### config.mk
export PLATFORM = sky130hd
export DESIGN_NAME = cons_run_ctrl
export DESIGN_NICKNAME = d
export VERILOG_FILES = /design/src/rtl/ks10_cons_pkg.sv /design/src/rtl/cons_timeout.sv /design/src/rtl/cons_run_ctrl.sv
export SDC_FILE = /design/constraint.sdc
export NUM_CORES = 1
export LEC_CHECK = 0
export BUFFER_PORTS_ARGS = -buffer_cell sky130_fd_sc_hd__buf_4
export CAP_MARGIN = 20
export CORE_MARGIN = 1
export CORE_UTILIZATION = 40
export CTS_CLUSTER_SIZE = 10
export DETAILED_ROUTE_END_ITERATION = 8
export GPL_TIMING_DRIVEN = 0
export SYNTH_ARGS = -nofsm -noshare
export SYNTH_HDL_FRONTEND = slang
export SYNTH_HIERARCHICAL = 1
export SYNTH_SLANG_ARGS = --single-unit
### constraint.sdc
create_clock -name clk -period 3.1 [get_ports clk]
set_input_delay 0.62 -clock clk [delete_from_list [all_inputs] [get_ports clk]]
set_output_delay 0.62 -clock clk [all_outputs]
set_load 0.01 [all_outputs]
### src/rtl/ks10_cons_pkg.sv
// KS10 console run/halt sequencer: shared command codes, FSM states
// and configuration reset values.
package ks10_cons_pkg;

   localparam logic [2:0] CMD_NOP  = 3'd0;
   localparam logic [2:0] CMD_RUN  = 3'd1;
   localparam logic [2:0] CMD_HALT = 3'd2;
   localparam logic [2:0] CMD_STEP = 3'd3;
   localparam logic [2:0] CMD_CONT = 3'd4;
   localparam logic [2:0] CMD_EXEC = 3'd5;

   typedef enum logic [2:0] {
      IDLE,
      STROBE,
      WAIT_RUN,
      WAIT_HALT,
      FINISH
   } state_t;

   localparam logic RST_TIMEREN = 1'b1;
   localparam logic RST_TRAPEN  = 1'b1;
   localparam logic RST_CACHEEN = 1'b0;

endpackage

### src/rtl/cons_timeout.sv
// Acknowledge-wait watchdog: counts cycles while enabled and flags the
// cycle whose increment would reach TIMEOUT.
module cons_timeout #(
   parameter int TIMEOUT = 65535,
   parameter int TOW     = 16
) (
   input  logic clk,
   input  logic rst,
   input  logic clr,
   input  logic en,
   output logic expired
);

   logic [TOW-1:0] cnt;

   always_ff @(posedge clk or posedge rst) begin
      if (rst) begin
         cnt <= '0;
      end else if (clr) begin
         cnt <= '0;
      end else if (en) begin
         cnt <= cnt + 1'b1;
      end
   end

   assign expired = en && (cnt == TOW'(TIMEOUT - 1));

endmodule

### src/rtl/cons_run_ctrl.sv
// KS10 console run/halt sequencer: turns host commands into ordered
// console control/handshake sequences and holds the console enables.
module cons_run_ctrl
   import ks10_cons_pkg::*;
#(
   parameter int TIMEOUT = 65535,
   parameter int TOW     = 16
) (
   input  logic       clk,
   input  logic       rst,
   input  logic       cmd_valid,
   input  logic [2:0] cmd_code,
   output logic       cmd_ready,
   input  logic       cfg_wr,
   input  logic [2:0] cfg_data,
   input  logic       cpuRUN,
   input  logic       cpuCONT,
   input  logic       cpuHALT,
   output logic       consRUN,
   output logic       consCONT,
   output logic       consEXEC,
   output logic       consSTEP,
   output logic       consTIMEREN,
   output logic       consTRAPEN,
   output logic       consCACHEEN,
   output logic       done,
   output logic       err_timeout,
   output logic       err_illegal,
   output logic       halt_event
);

   state_t state, nextState;

   logic retRun, retRunNext;
   logic runNext, contNext, stepNext, execNext;
   logic doneNext, errTNext, errINext, readyNext;
   logic haltQ;
   logic accept, waiting, cntClr, expired;
   logic unusedRun;

   // cpuRUN is status only; sequencing keys off cpuHALT
   assign unusedRun = cpuRUN;

   assign accept  = cmd_valid && cmd_ready;
   assign waiting = (state == STROBE) || (state == WAIT_RUN) ||
                    (state == WAIT_HALT);
   assign cntClr  = (nextState != state);

   cons_timeout #(
      .TIMEOUT (TIMEOUT),
      .TOW     (TOW)
   ) uTimeout (
      .clk     (clk),
      .rst     (rst),
      .clr     (cntClr),
      .en      (waiting),
      .expired (expired)
   );

   always_comb begin
      nextState  = state;
      retRunNext = retRun;
      runNext    = consRUN;
      contNext   = consCONT;
      stepNext   = consSTEP;
      execNext   = consEXEC;
      doneNext   = 1'b0;
      errTNext   = err_timeout;
      errINext   = err_illegal;
      readyNext  = 1'b0;
      unique case (state)
         IDLE: begin
            if (accept) begin
               errTNext = 1'b0;
               errINext = 1'b0;
               case (cmd_code)
                  CMD_NOP: nextState = FINISH;
                  CMD_RUN: begin
                     runNext = 1'b1;
                     if (cpuHALT) begin
                        nextState  = STROBE;
                        contNext   = 1'b1;
                        retRunNext = 1'b1;
                     end else begin
                        nextState = FINISH;
                     end
                  end
                  CMD_HALT: begin
                     runNext   = 1'b0;
                     nextState = WAIT_HALT;
                  end
                  CMD_STEP: begin
                     nextState  = STROBE;
                     contNext   = 1'b1;
                     stepNext   = 1'b1;
                     retRunNext = 1'b0;
                  end
                  CMD_CONT: begin
                     nextState  = STROBE;
                     contNext   = 1'b1;
                     retRunNext = 1'b1;
                  end
                  CMD_EXEC: begin
                     nextState  = STROBE;
                     contNext   = 1'b1;
                     execNext   = 1'b1;
                     retRunNext = 1'b0;
                  end
                  default: errINext = 1'b1;
               endcase
            end
         end
         STROBE: begin
            // acknowledge wins over a coincident timeout
            if (cpuCONT) begin
               contNext  = 1'b0;
               stepNext  = 1'b0;
               execNext  = 1'b0;
               nextState = retRun ? WAIT_RUN : WAIT_HALT;
            end else if (expired) begin
               contNext  = 1'b0;
               stepNext  = 1'b0;
               execNext  = 1'b0;
               errTNext  = 1'b1;
               nextState = IDLE;
            end
         end
         WAIT_RUN: begin
            if (!cpuHALT) begin
               nextState = FINISH;
            end else if (expired) begin
               errTNext  = 1'b1;
               nextState = IDLE;
            end
         end
         WAIT_HALT: begin
            if (cpuHALT) begin
               nextState = FINISH;
            end else if (expired) begin
               errTNext  = 1'b1;
               nextState = IDLE;
            end
         end
         FINISH: begin
            doneNext  = 1'b1;
            nextState = IDLE;
         end
         default: nextState = IDLE;
      endcase
      // ready is held off for the done cycle after FINISH
      readyNext = (nextState == IDLE) && (state != FINISH);
   end

   always_ff @(posedge clk or posedge rst) begin
      if (rst) begin
         state       <= IDLE;
         retRun      <= 1'b0;
         cmd_ready   <= 1'b1;
         consRUN     <= 1'b0;
         consCONT    <= 1'b0;
         consSTEP    <= 1'b0;
         consEXEC    <= 1'b0;
         done        <= 1'b0;
         err_timeout <= 1'b0;
         err_illegal <= 1'b0;
         consTIMEREN <= RST_TIMEREN;
         consTRAPEN  <= RST_TRAPEN;
         consCACHEEN <= RST_CACHEEN;
         haltQ       <= 1'b0;
         halt_event  <= 1'b0;
      end else begin
         state       <= nextState;
         retRun      <= retRunNext;
         cmd_ready   <= readyNext;
         consRUN     <= runNext;
         consCONT    <= contNext;
         consSTEP    <= stepNext;
         consEXEC    <= execNext;
         done        <= doneNext;
         err_timeout <= errTNext;
         err_illegal <= errINext;
         if (cfg_wr) begin
            consCACHEEN <= cfg_data[2];
            consTRAPEN  <= cfg_data[1];
            consTIMEREN <= cfg_data[0];
         end
         haltQ      <= cpuHALT;
         halt_event <= cpuHALT & ~haltQ;
      end
   end

endmodule

# Word-level counts from Yosys, hierarchy flattened
# Index checks and enable logic that the tools add are counted.
word_totals:
  ff_bits: 33
  inputBits: 13
  wordCells: 97
op_classes:
  n_addsub: 1
  n_eq_ne: 22
  mux: 33
  bitwise: 2
  n_reduce_logical: 23
op_table:
  columns: ["op", "count"]
  rows:
  - ["$mux 16", 2]
  - ["$pmux 3 s4", 2]
  - ["$mux 3", 6]
  - ["$add 16x1->16 const B", 1]
  - ["$eq 16x16->1 const B", 1]
  - ["$mux 1", 16]
  - ["$eq 3x2->1 const B", 4]
  - ["$reduce_and 4->1", 3]
  - ["$ne 2x2->1 const B", 5]
  - ["$pmux 1 s2", 5]
  - ["$reduce_and 5->1", 2]
  - ["$eq 3x3->1 const B", 3]
  - ["$logic_not 3->1", 3]
  - ["$ne 3x3->1 const B", 3]
  - ["$eq 3x1->1 const B", 2]
  - ["$reduce_bool 2->1", 3]
  - ["$reduce_or 6->1", 1]
  - ["$ne 2x1->1 const B", 2]
  - ["$pmux 1 s4", 1]
  - ["$reduce_bool 4->1", 1]
  - ["$logic_and 1x1->1", 3]
  - ["$ne 3x2->1 const B", 1]
  - ["$ne 3x3->1", 1]
  - ["$pmux 1 s3", 1]
  - ["other kinds (8)", 9]

# Longest topological paths before layout
# Gate-level depths: netlist of the first run.
depth:
  depth_word: 9
  depth_mapped: 16
  depth_no_buf: 13

# Modules after synthesis
# The synthesis of the first run kept the hierarchy.
modules_own_cells:
  columns: ["mod", "instances", "cells_each", "area_per_inst_um2"]
  rows:
  - ["cons_run_ctrl", 1, 88, 949.7]
  - ["cons_timeout", 1, 90, 889.6]

# Least setup slack after synthesis of the first run
# OpenSTA, ideal clock, no wires.
synth_timing:
  kind: "register to register"
  start: "register state[2]"
  end: "register uTimeout.cnt[15]"
  setup_time_ps: 120
  t_arrival_ps: 2984
  t_required_ps: 2980
  setup_slack_ps: -3
  stages_incl_launch_ff: 14
  synth_period_minus_slack_ps: 3103
  path_cell_list: "dfrtp_1 -> clkbuf_1 -> nor2_1 -> buf_4 -> and3_1 -> nand3_1 -> nor4_1 -> or4_4 -> o221ai_4 -> o2111ai_2 -> o211ai_2 -> nor4_4 -> a21oi_1 -> a31o_1"
synth_between:
  elab_chain_len: 9
  word_cells_on_any_way: 17
  cone_classes: "eq/ne: 4; mux: 8; reduce/logical: 5"
synth_lines:
  columns: ["element", "line_no", "text"]
  rows:
  - ["start, declared", "cons_run_ctrl.sv:32", "state_t state, nextState;"]
  - ["start signal, assigned", "cons_run_ctrl.sv:172", "state <= nextState;"]
  - ["$eq 3x1->1 / $eq 3x2->1 (equally long branches)", "cons_run_ctrl.sv:45", "assign waiting = (state == STROBE) || (state == WAIT_RUN) ||"]
  - ["$logic_or 1x1->1", "cons_run_ctrl.sv:45", null]
  - ["$logic_or 1x1->1 (*)", "cons_run_ctrl.sv:45", null]
  - ["net waiting", "cons_run_ctrl.sv:38", "logic accept, waiting, cntClr, expired;"]
  - ["$logic_and 1x1->1 (*)", "cons_timeout.sv:26", "assign expired = en && (cnt == TOW'(TIMEOUT - 1));"]
  - ["net expired", "cons_run_ctrl.sv:38", null]
  - ["$mux 3 (*)", "cons_run_ctrl.sv:120, cons_run_ctrl.sv:131, cons_run_ctrl.sv:139", null]
  - ["$mux 3, on equally long branches", "cons_run_ctrl.sv:137, cons_run_ctrl.sv:115, cons_run_ctrl.sv:129", null]
  - ["$pmux 3 s4 (*)", "cons_run_ctrl.sv:71", "unique case (state)"]
  - ["net nextState[0]", "cons_run_ctrl.sv:32", null]
  - ["$ne 3x3->1 (*)", "cons_run_ctrl.sv:47", "assign cntClr = (nextState != state);"]
  - ["net cntClr", "cons_run_ctrl.sv:38", null]
  - ["$mux 16 / $reduce_bool 2->1 (equally long branches)", null, null]
  - ["end signal, assigned", "cons_timeout.sv:22", "cnt <= cnt + 1'b1;"]
  - ["end, declared", "cons_timeout.sv:14", "logic [TOW-1:0] cnt;"]
# The timed path passes the listed nets; every way through them passes the cells marked *.
# A chain may end at the register's enable or synchronous reset.

# Worst setup path in the final report of the first run
# Ends and elaborated chain as after synthesis.

==> results_dict.tcl, run 1 <==
set metrics [dict create \
    hold_violations 0 \
    synth_xor_area_share_pct 5.24 \
    antenna_found_initial 0 \
    crit_required_ns 3.27 \
    drt_iter0_drc 71 \
    ys_ff_latch 33 \
    fillers 396 \
    wl_per_cell_um 14.1 \
    fin_nets 235 \
    clock-root-buffer "clkbuf_8" \
    drc 0 \
    die-area_um2 4870 \
    clk_latency_ns 0.28 \
    crit_type "flop to flop" \
    cap_violations 0 \
    tightest_slew_ns 0.663 \
    wl_mm 3.82 \
    ir_worst_vdd_mv 0.353 \
    ant_nets 0 \
    skew_ns 0.00823 \
    gr-total-overflow 0 \
    rows 24 \
    p_total_mw 1.71 \
    synthSimpleGateAreaFrac_pct 22.9 \
    cp-end-kind "flop" \
    start_util_pct 42.0 \
    port_buffers 23 \
    gp_congestion 0.797 \
    cts_num_sinks 33 \
    ys.flop_type "dfrtp_1" \
    syn-instance-count 178 \
    post-route-min-period_ns 2.96 \
    dieHeight_um 69.8 \
    finalInstanceArea_um2 2330 \
    syn_nets 195 \
    place_inst 253 \
    vias 1467 \
    yosysWarnings 6 \
    grt_pass1_wl_mm 6.49 \
    drive_above_1_share_pct 33.3 \
    finalSetupViolations 0 \
    max_freq_mhz 338 \
    pin_count 25 \
    grt_pass1_vias 1416 \
    routed_via_density 5.41 \
    yosysSeqAreaShare_pct 45.1 \
    max_slew_margin_pct 55.8 \
    core_um2 4380 \
    syn_area_per_cell_um2 10.3 \
    synth_edf_count 0 \
    status "complete, no violations" \
    finalMaxSlewViolations 0 \
    n_antenna_cell 0 \
    ys_types 52 \
    synth-compound-area-share_pct 15.4 \
    synthAdderAreaFrac_pct 2.72 \
    synth_mux_area_share_pct 4.15 \
    synth_area_um2 1840 \
    numCtsBuffers 5 \
    finalCritPeriodShare_pct 95.4 \
    synthArstFlopShare_pct 100 \
    final_cell_count_no_fill 271 \
    firstDrtPassIters 4 \
    h-tree-depth 2 \
    cts_tree "done" \
    start_kind "flop" \
    die_w_um 69.8 \
    dp_hpwl_mm 2.70 \
    cp_data_arrival_time_ns 3.13 \
    placed_cell_area_um2 2080 \
    tns_ns 0 \
    synth_top_family_by_area "simple AND/OR/NAND/NOR gates" \
    hold_buffers 0 \
    r2r_setup_slack_ns 0.14 \
    syn_to_final_growth_pct 26.5 \
    grt_max_degree 18 \
    grt_usage_pct 16.9 \
    cp_max_fo 11 \
    min_path_type "flop to flop" \
    p_leak_nw 1.04 \
    cts_buffer_depth 2 \
    path_clk_slew_ns 0.07 \
    powerDensity_nw_per_um2 737 \
]
[power by group]
group	total [mW]	internal, mW	switching (mW)
clock network	0.308	0.155	0.152
logic	0.830	0.405	0.425
registers	0.576	0.510	0.0659
total	1.71	1.07	0.643
[cells by family after synthesis]
kind of cell	after synthesis
simple gates	68
compound gates	38
flops	33
buf+inv	17
xor+xnor	11
mux	7
fa+ha+maj	4
[final timing paths]
path / start / end / cells after the start
setup / recovery: state[2]$_DFF_PP0_ / uTimeout/cnt[15]$_DFFE_PP0P_ / 13
hold / removal: haltQ$_DFF_PP0_ / halt_event$_DFF_PP0_ / 1
setup reg to reg: state[2]$_DFF_PP0_ / uTimeout/cnt[15]$_DFFE_PP0P_ / 13
hold reg to reg: haltQ$_DFF_PP0_ / halt_event$_DFF_PP0_ / 1
max in group asynchronous: rst / state[2]$_DFF_PP0_ / 2
min in group asynchronous: rst / uTimeout/cnt[12]$_DFFE_PP0P_ / 2
[layout make-up]
class / instances / area, um^2 / share of cell area, %
Timing Repair Buffer: 34 / 255 / 11.0
Buffer: 6 / 53.8 / 2.31
Sequential cell: 33 / 831 / 35.7
Tap cell: 52 / 65.1 / 2.80
Inverter: 10 / 40.0 / 1.72
Multi-Input combinational cell: 128 / 998 / 42.9
Clock buffer: 6 / 72.6 / 3.12
Clock inverter: 2 / 10.0 / 0.430
[sequential cells by signal (all words and copies together) (netlist names)]
register and count:
consCACHEEN 1, err_illegal 1, consTRAPEN 1, haltQ 1, halt_event 1, consSTEP 1
err_timeout 1, done 1, consEXEC 1, consTIMEREN 1, state 3, consRUN 1
cmd_ready 1, retRun 1, consCONT 1, uTimeout/cnt 16
[per-layer routing]
| layer | vias up | GRT usage, % | wire, um |
|---|---|---|---|
| li1 | 718 | - | - |
| met1 | 720 | 20.0 | 1710 |
| met2 | 25 | 28.8 | 1930 |
| met3 | 4 | 4.80 | 138 |
| met4 | 0 | 6.44 | 42 |
| met5 | - | 0 | 0 |
[metrics by stage]
| step | util [%] | hold slack (ns) | setup WS, ns |
|---|---|---|---|
| global route | 53.1 | 0.419 | -0.0191 |
| global placement | 47.5 | 0.390 | -0.283 |
| CTS | 50.4 | 0.393 | 0.00510 |
| finish | 53.1 | 0.392 | 0.143 |
| detailed placement | 47.5 | 0.383 | -0.409 |
| floorplan | - | 0.378 | 0.202 |
[cells in the mapped netlist, drive strengths merged (3+ instances only)]
| cell | count | area (um^2) |
|---|---|---|
| nand2 | 8 | 30.0 |
| nand2b | 3 | 18.8 |
| mux2 | 5 | 56.3 |
| nor4 | 8 | 101 |
| buf | 6 | 37.5 |
| a31oi | 3 | 18.8 |
| o21a | 3 | 22.5 |
| dfrtp | 30 | 751 |
| xnor2 | 9 | 78.8 |
| nand3 | 4 | 25.0 |
| nor3 | 3 | 15.0 |
| nor2b | 4 | 25.0 |
| dfstp | 3 | 78.8 |
| nor2 | 23 | 86.3 |
| inv | 10 | 40.0 |
| nand4 | 4 | 37.5 |
| a21oi | 9 | 45.0 |
| o21ai | 7 | 35.0 |
| a31o | 3 | 26.3 |
| ha | 4 | 50.1 |
[repair_timing]
item                       CTS  global route
resized for setup            5            12
pin swaps                    4             9
hold endpoints to repair     0             0
setup endpoints to repair   14            13
buffers inserted             2            10
gates cloned                 0             0
[worst max-delay path: stages, from the launching register on]
cell	delay (ns)
dfrtp_2	0.50
nor2_2	0.15
buf_6	0.12
and3_4	0.18
nand3_4	0.08
nor4_4	0.25
mux2i_1	0.12
nand2_1	0.12
o221ai_4	0.11
o2111ai_4	0.28
o211ai_4	0.17
nor4_4	0.46
a21oi_1	0.11
a31o_1	0.19
[placed cells by master (no fill, tap or decap), drive strengths merged, types with 2 or more instances in the layout]
master / n
buf: 40
dfrtp: 30
nor2: 23
inv: 10
a21oi: 9
xnor2: 9
nand2: 8
nor4: 8
o21ai: 7
clkbuf: 6
mux2: 5
nor2b: 4
ha: 4
nand3: 4
nand4: 4
o21a: 3
nand2b: 3
nor3: 3
a31oi: 3
dfstp: 3
a31o: 3
mux2i: 2
xor2: 2
o21bai: 2
and2: 2
clkinv: 2
or3: 2
or4: 2
and3: 2
(Power assumes the default switching activity.)
==> run 2, diff against run 1 <==
Settings changed: CTS_BUF_LIST set to sky130_fd_sc_hd__clkbuf_4 sky130_fd_sc_hd__clkbuf_8.
==> run 2 against run 1 <==
  * Power is 0.52% higher
  * Via count stayed put
  * Worst hold slack hardly changed
  * Clock skew stayed put
  * Critical path type unchanged
  * Register-to-register slack hardly changed
  * Cell area is 0.16% higher
  * Non-clock buffer count stayed put
  * Die area stayed put
  * Setup slack hardly changed
  * Wire length stayed put
==> results_dict.tcl, run 2 (synthesized netlist as in run 1, its figures left out) <==
set metrics [dict create \
    sw_frac_of_total_pct 37.4 \
    numCtsBuffers 5 \
    tightest_slew_ns 0.663 \
    r2r_end "uTimeout/cnt[15]$_DFFE_PP0P_" \
    r2r_setup_slack_ns 0.14 \
    largest-register "uTimeout/cnt" \
    seqPwrFrac_pct 33.4 \
    status "complete, no violations" \
    pin_count 25 \
    p_leak_nw 1.04 \
    fin_nets 235 \
    drc 0 \
    rows 24 \
    layout_common_cells "34 x buf_4, 29 x dfrtp_1, 20 x nor2_1" \
    die_w_um 69.8 \
    h-tree-depth 2 \
    final_cell_count_no_fill 271 \
    placed_cell_area_um2 2080 \
    crit_required_ns 3.27 \
    cts_buffer_depth 2 \
    dieHeight_um 69.8 \
    min_path_type "flop to flop" \
    crit_chain "nor2_2, buf_6, and3_4, nand3_4, nor4_4, mux2i_1, nand2_1, o221ai_4, o2111ai_4, o211ai_4, nor4_4, a21oi_1, a31o_1" \
    start_kind "flop" \
    grt_max_degree 18 \
    dp_hpwl_mm 2.70 \
    cap_violations 0 \
    place_inst 253 \
    cp-end-kind "flop" \
    powerDensity_nw_per_um2 739 \
    cts_num_sinks 33 \
    met1_usage_pct 20.0 \
    wl_mm 3.82 \
    whs_ns 0.392 \
    finalMaxSlewViolations 0 \
    drt_iter0_drc 72 \
    grtUsageMet3_pct 4.80 \
    routed_via_density 5.41 \
    grtUsageMet2_pct 28.8 \
    cts_tree "done" \
    path_clk_slew_ns 0.07 \
    p_total_mw 1.72 \
    post-route-min-period_ns 2.96 \
    finalSetupViolations 0 \
    die-area_um2 4870 \
    switchingPower_mw 0.643 \
    crit_path_end "uTimeout/cnt[15]$_DFFE_PP0P_" \
    place_ws_ns -0.409 \
    max_freq_mhz 338 \
    hold_violations 0 \
    clk_latency_ns 0.28 \
    internal_power_mw 1.08 \
    hold_buffers 0 \
    clkPwrFrac_pct 18.4 \
    grt_pass1_wl_mm 6.49 \
    fin_ws_ns 0.143 \
    skew_ns 0.00823 \
    drive_above_1_share_pct 33.8 \
    cp_num_cells 13 \
    ir_worst_vdd_mv 0.353 \
    crit_start "state[2]$_DFF_PP0_" \
    crit-reg2reg-launch "state[2]$_DFF_PP0_" \
    critPathMaxStageDelay_ns 0.50 \
    start_util_pct 42.0 \
    cp_data_arrival_time_ns 3.13 \
    cpMaxStageDelayCell "dfrtp_2" \
    finalCritPeriodShare_pct 95.4 \
    grt.busiest_layer "met2" \
    worst-path-buf-inv 1 \
    port_buffers 23 \
    grt_pass1_vias 1416 \
    max_slew_margin_pct 55.8 \
    largest_reg_flops 16 \
    firstDrtPassIters 4 \
    cp_max_fo 11 \
    syn_to_final_growth_pct 26.7 \
    n_antenna_cell 0 \
    crit_type "flop to flop" \
    antenna_found_initial 0 \
    clock-root-buffer "clkbuf_8" \
    core_um2 4380 \
    wl_per_cell_um 14.1 \
    gp_congestion 0.797 \
    cp_top_family "simple AND/OR/NAND/NOR gates" \
    ant_nets 0 \
    gr-total-overflow 0 \
    combPwrFrac_pct 48.2 \
    critical_path.most_common_cell "nor4_4" \
    final_common_cell "buf_4" \
    top_regs "uTimeout/cnt: 16 flops, state: 3 flops" \
    r2r_cells 13 \
    vias 1467 \
    finalInstanceArea_um2 2330 \
    grt_usage_pct 16.9 \
]
==> run 2: repair_timing <==
item | CTS | global route
gates resized for setup | 5 | 12
buffers inserted | 2 | 10
endpoints found under the setup margin | 14 | 13
pin swaps | 4 | 9
hold endpoints to repair | 0 | 0
==> run 2: area by class of cell <==
| cell class | instances | area [um^2] |
|---|---|---|
| buffer | 6 | 53.8 |
| clock buffer | 6 | 76.3 |
| clock inverter | 2 | 10.0 |
| fill | 396 | 2050 |
| inverter | 10 | 40.0 |
| multi-input combinational | 128 | 998 |
| sequential | 33 | 831 |
| tap | 52 | 65.1 |
| timing repair buffer | 34 | 255 |
==> run 2: per-stage QoR <==
| step | TNS, ns | util (%) |
|---|---|---|
| 6_report | 0 | 53.1 |
| 3_5_place_dp | -3.45 | 47.5 |
| 2_1_floorplan | 0 | - |
| 4_1_cts | 0 | 50.5 |
| 5_1_grt | -0.0207 | 53.1 |
| 3_3_place_gp | -1.95 | 47.5 |
==> run 2: worst min-delay path by stage <==
stage                     slack, ns            start              endpoint  cells past startpoint
after floorplan                0.38  haltQ$_DFF_PP0_  halt_event$_DFF_PP0_                      1
after global placement         0.39  haltQ$_DFF_PP0_  halt_event$_DFF_PP0_                      1
after detailed placement       0.38  haltQ$_DFF_PP0_  halt_event$_DFF_PP0_                      1
after CTS                      0.39  haltQ$_DFF_PP0_  halt_event$_DFF_PP0_                      1
after global routing           0.42  haltQ$_DFF_PP0_  halt_event$_DFF_PP0_                      1
final                          0.39  haltQ$_DFF_PP0_  halt_event$_DFF_PP0_                      1
==> run 2: per-layer routing <==
metal  vias to the layer above  routed length, um
met2                        25               1930
met4                         0                 42
met5                         -                  0
met1                       720               1710
met3                         4                138
li1                        718                  -
==> run 2: power groups by stage <==
| stage | Combinational, mW | Sequential (mW) | Clock (mW) |
|---|---|---|---|
| final | 0.830 | 0.576 | 0.317 |
| after detailed placement | 0.640 | 0.564 | 0 |
| after floorplan | 0.447 | 0.575 | 0 |
| after global routing | 0.902 | 0.586 | 0.355 |
| after global placement | 0.631 | 0.558 | 0 |
| after CTS | 0.666 | 0.571 | 0.330 |
